===== src/rtl/program_counter.sv =====
// Program counter register for the single-cycle MIPS datapath; loads next-PC every cycle.
// Optional alignment check enabled by defining PC_ALIGN_CHECK_EN (adds the misaligned port).
module program_counter #(
  parameter int unsigned          WIDTH      = 32,
  parameter logic [WIDTH-1:0]     RESET_ADDR = '0
) (
  input  logic [WIDTH-1:0] addr_in,
  input  logic             clk,
  input  logic             rst,
  output logic [WIDTH-1:0] addr_out
`ifdef PC_ALIGN_CHECK_EN
  ,
  output logic             misaligned
`endif
);

  logic [WIDTH-1:0] r_pc;
  logic [WIDTH-1:0] w_next_pc;

`ifdef PC_ALIGN_CHECK_EN
  logic r_misaligned;

  // Low bits are forced to zero so the fetch address is always word-aligned.
  always_comb begin
    w_next_pc = {addr_in[WIDTH-1:2], 2'b00};
  end

  always_ff @(posedge clk) begin
    if (rst) begin
      r_misaligned <= 1'b0;
    end else begin
      r_misaligned <= |addr_in[1:0];
    end
  end

  assign misaligned = r_misaligned;
`else
  always_comb begin
    w_next_pc = addr_in;
  end
`endif

  always_ff @(posedge clk) begin
    if (rst) begin
      r_pc <= RESET_ADDR;
    end else begin
      r_pc <= w_next_pc;
    end
  end

  assign addr_out = r_pc;

endmodule


===== config.mk =====
export PLATFORM = sky130hd
export DESIGN_NAME = program_counter
export DESIGN_NICKNAME = d
export VERILOG_FILES = /design/src/rtl/program_counter.sv
export SDC_FILE = /design/constraint.sdc
export NUM_CORES = 1
export LEC_CHECK = 0
export CORE_ASPECT_RATIO = 0.9
export CORE_MARGIN = 2
export CORE_UTILIZATION = 50
export CTS_CLUSTER_DIAMETER = 100
export DETAILED_ROUTE_END_ITERATION = 16
export DONT_BUFFER_PORTS = 1
export PLACE_DENSITY_LB_ADDON = 0.12
export SETUP_SLACK_MARGIN = 0.4
export SLEW_MARGIN = 20
export SYNTH_ARGS = -nofsm -noshare
export SYNTH_HDL_FRONTEND = slang
export SYNTH_SLANG_ARGS = --single-unit

===== constraint.sdc =====
create_clock -name clk -period 0.8 [get_ports clk]
set_input_delay 0.08 -clock clk [delete_from_list [all_inputs] [get_ports clk]]
set_output_delay 0.08 -clock clk [all_outputs]
set_load 0.005 [all_outputs]

==> results.ini, run 1 <==
[setup_path]
critPathLaunchType = flip-flop
cp.arrival_ns = 0.65
crit_type = flip-flop to output port
cp-end-kind = output port
crit_required_ns = 0.72
cp_max_fo = 1

[logic_synthesis]
synth_nets = 101
postSynthCellCount = 67
ys_types = 3
ys_warn_count = 0
synth.avg_cell_area_um2 = 12.9
synth_area_um2 = 863
yosysSeqAreaShare = 0.742
ys_ff_latch = 32

[layout]
final_nets = 105
antenna_cells = 0
drive_gt1_frac = 0.528
area_growth_syn_to_layout_pct = 12.3
seq_area_um2 = 681
fin_area_um2 = 970
instances_no_fill = 96
fillerInstances = 143
final_util = 0.589
layout_common_cells = nor2b_1 (32), dfxtp_2 (32), clkbuf_4 (5), clkbuf_1 (2), clkbuf_8 (1)
largest_reg_flops = 32
multiInputGateArea_um2 = 200

[worst_hold_path]
min_from = rst
hold_end = addr_out[6]
hold_depth = 1
hp-class = input pin to flip-flop

[timing]
relSlewSlack = 0.942
setup_viol = 0
holdWs_ns = -0.180
setup_slack_ns = 0.0722
rsz0062_at_grt = true
fin_crit_ns = 0.728
fmaxAchievable_ghz = 1.37
slew_violations = 0
worst_slew_pin_slew_ns = 0.0861
period_share = 0.910
hold_viol = 32
fin_tns_setup_ns = 0

[floorplan]
core_area_mm2 = 0.00165
die_y_um = 43.4
rows = 14
start_util = 0.524
die_w_um = 47.8
io_pins = 66
fp.dieArea_mm2 = 0.00208

[global_route]
antenna_found_initial = 0
grt-ovfl-total = 0
grt_pass1_vias = 445
grt_max_degree = 33
grt_util_all_layers = 0.132
grt_pass1_wl_um = 1780

[cts]
htreeDepth = 2
cts_sinks = 32
cts-root-buf = clkbuf_4
cts_max_path_buffers = 2
cts_tree = built
numCtsBuffers = 5
cts.reportedPaths.clkPinSlew_ns = 0.09

[run]
maxCapViolCount = 0

[power]
leakagePower_nw = 0.377
irDropWorstVdd_v = 0.00134
pwr_density_cell_mw_per_mm2 = 2770
total_power_mw = 2.69

[detailed_routing]
drt_iter0_drc = 3
wl_per_cell_um = 12.4
firstDrtPassIters = 2
vias_per_cell = 4.50
drcViolationCount = 0
via_count = 432
final_antenna_net_count = 0
drt-total-wl_um = 1190

[placement]
globalplace.congestion = 0.619
io_buffers = 0
dpl.cell_count = 88
placed_area_um2 = 871
post-place-ws_ns = 0.399

[run_status]
status = finished with violations
violations = negative hold slack

## worst max-delay path by stage
stage | start | end | slack, ns | cells after the start
after CTS | addr_out[21] | addr_out[21] | 0.05 | 0
after global placement | addr_out[0] | addr_out[0] | 0.40 | 0
final | addr_out[0] | addr_out[0] | 0.07 | 0
after detailed placement | addr_out[0] | addr_out[0] | 0.40 | 0
after global routing | addr_out[12] | addr_out[12] | 0.03 | 0
after floorplan | addr_out[0] | addr_out[0] | 0.42 | 0
## cells in the mapped netlist, drive strengths merged
library cell,n,area (um^2)
nor2b,32,200
buf,3,22.5
dfxtp,32,641
## final cells by class
class,count,share of cell area
multi-input cells,32,0.206
flip-flops and latches,32,0.702
well taps,24,0.0310
clock buffers,8,0.0606
## report_power, final
group	total [mW]	leakage, nW	switching, mW	internal (mW)
logic	0.0563	0.0698	0.0144	0.0419
clock network	0.899	0.0326	0.465	0.433
registers	1.73	0.275	0.0403	1.69
## cells by family (layout without fill, tap and decap cells)
group | Yosys count | in the layout | synth area share
simple gates | 32 | 32 | 0.232
buf+inv | 3 | 8 | 0.0261
flops | 32 | 32 | 0.742
## layer usage
layer | global-route usage | routed length (um) | up-vias
li1 | - | - | 207
met1 | 0.145 | 457 | 181
met2 | 0.179 | 531 | 41
met3 | 0.113 | 192 | 3
met4 | 0.0649 | 10 | 0
met5 | 0 | 0 | -
## repair_timing
item,in CTS,in global routing
setup buffers,0,0
endpoints found under the hold margin,32,32
pin swaps,0,0
setup endpoints to repair,32,32
gates resized for setup,32,0
Note: power is estimated with default switching activity, not from simulation.
==> run 2, diff against run 1 <==
Clock period 0.8 ns to 0.9 ns, I/O delays scaled along.
==> results.ini, run 2 (same netlist as run 1, synthesis figures left out) <==
[run_status]
status = finished with violations
violations = negative hold slack

[timing]
holdWs_ns = -0.170  ; +0.0102 ns
fmaxAchievable_ghz = 1.36
relSlewSlack = 0.942  ; about the same
setup_slack_ns = 0.162  ; +0.0902 ns
fin_crit_ns = 0.738
setup_viol = 0  ; unchanged
hold_viol = 31  ; -3.1%
rsz0062_at_grt = true
period_share = 0.820
slew_violations = 0  ; unchanged
worst_slew_pin_slew_ns = 0.0861  ; -0.000000238 ns
fin_tns_setup_ns = 0  ; unchanged

[global_route]
grt_pass1_wl_um = 1780  ; unchanged
grt_util_all_layers = 0.132  ; unchanged
grt_pass1_vias = 445  ; unchanged
antenna_found_initial = 0  ; unchanged
grt_max_degree = 33  ; unchanged
grt-ovfl-total = 0  ; unchanged

[worst_hold_path]
min_from = rst
hold_end = addr_out[6]
hp-class = input pin to flip-flop
hold_depth = 1  ; unchanged

[detailed_routing]
drcViolationCount = 0  ; unchanged
wl_per_cell_um = 12.4  ; -0.12%
via_count = 438  ; +1.4%
vias_per_cell = 4.52  ; +0.34%
final_antenna_net_count = 0  ; unchanged
drt-total-wl_um = 1200  ; +0.92%
drt_iter0_drc = 3  ; unchanged
firstDrtPassIters = 2  ; unchanged

[layout]
antenna_cells = 0  ; unchanged
drive_gt1_frac = 0.521  ; -0.00723
area_growth_syn_to_layout_pct = 13.5
largest_reg_flops = 32  ; unchanged
final_util = 0.595  ; +0.00608
final_nets = 106  ; +0.95%
layout_common_cells = nor2b_1 (32), dfxtp_2 (32), clkbuf_4 (5), clkbuf_1 (2)

[placement]
globalplace.congestion = 0.619  ; unchanged
io_buffers = 0  ; unchanged
post-place-ws_ns = 0.489  ; +0.0900 ns

[floorplan]
start_util = 0.524  ; unchanged
io_pins = 66  ; unchanged
fp.dieArea_mm2 = 0.00208  ; unchanged
rows = 14  ; unchanged
core_area_mm2 = 0.00165  ; unchanged
die_y_um = 43.4  ; unchanged
die_w_um = 47.8  ; unchanged

[setup_path]
cp.arrival_ns = 0.65  ; about the same
cp_max_fo = 1  ; unchanged
crit_required_ns = 0.81  ; +0.09 ns
crit_type = flip-flop to output port
cp-end-kind = output port
critPathLaunchType = flip-flop

[cts]
htreeDepth = 2  ; unchanged
cts_max_path_buffers = 2  ; unchanged
numCtsBuffers = 5  ; unchanged
cts_tree = built
cts-root-buf = clkbuf_4
cts.reportedPaths.clkPinSlew_ns = 0.09  ; about the same
post-cts-setup-buffers = 0  ; unchanged
cts_sinks = 32  ; unchanged

[power]
irDropWorstVdd_v = 0.00120  ; -11%
leakagePower_nw = 0.383  ; +1.5%
total_power_mw = 2.39  ; -11%
pwr_density_cell_mw_per_mm2 = 2440  ; -12%

[run]
maxCapViolCount = 0  ; unchanged

[run 2: cell count changes in the layout (fill, tap and decap cells not counted)]
cell           previous run  this run
dlygate4sd3_1             0         1
[run 2: stage by stage]
step           instance area, um^2  cells
2_1_floorplan                  863     67
3_3_place_gp                   871     88
3_5_place_dp                   871     88
4_1_cts                        970     96
5_1_grt                        980     97
6_report                       980     97
[run 2: metal layers]
layer / wire length [um] / GRT usage / part of all wire
met1: 458 / 0.145 / 0.38
met2: 537 / 0.179 / 0.45
met3: 191 / 0.113 / 0.16
met4: 16 / 0.0649 / 0.013
met5: 0 / 0 / 0
[run 2: layout make-up]
cell class,instances,area (um^2)
clock buffers,8,58.8
fillers,143,667
multi-input cells,32,200
flip-flops and latches,32,681
well taps,24,30.0
repair buffers,1,10.0
[run 2: worst max path at each step]
stage | start | endpoint | slack [ns] | cells past startpoint
after floorplan | addr_out[0] | addr_out[0] | 0.51 | 0
after global placement | addr_out[0] | addr_out[0] | 0.49 | 0
after detailed placement | addr_out[0] | addr_out[0] | 0.49 | 0
after CTS | addr_out[21] | addr_out[21] | 0.14 | 0
after global routing | addr_out[12] | addr_out[12] | 0.12 | 0
final | addr_out[0] | addr_out[0] | 0.16 | 0
[run 2: power by group]
group	switching, mW	internal (mW)	leakage, nW
registers	0.0358	1.51	0.275
logic	0.0135	0.0401	0.0753
clock network	0.413	0.385	0.0326
total	0.463	1.93	0.383
[run 2: timing repair]
action	4_1_cts	5_1_grt
hold endpoints to repair	32	32
endpoints found under the setup margin	32	32
gates resized for setup	32	0
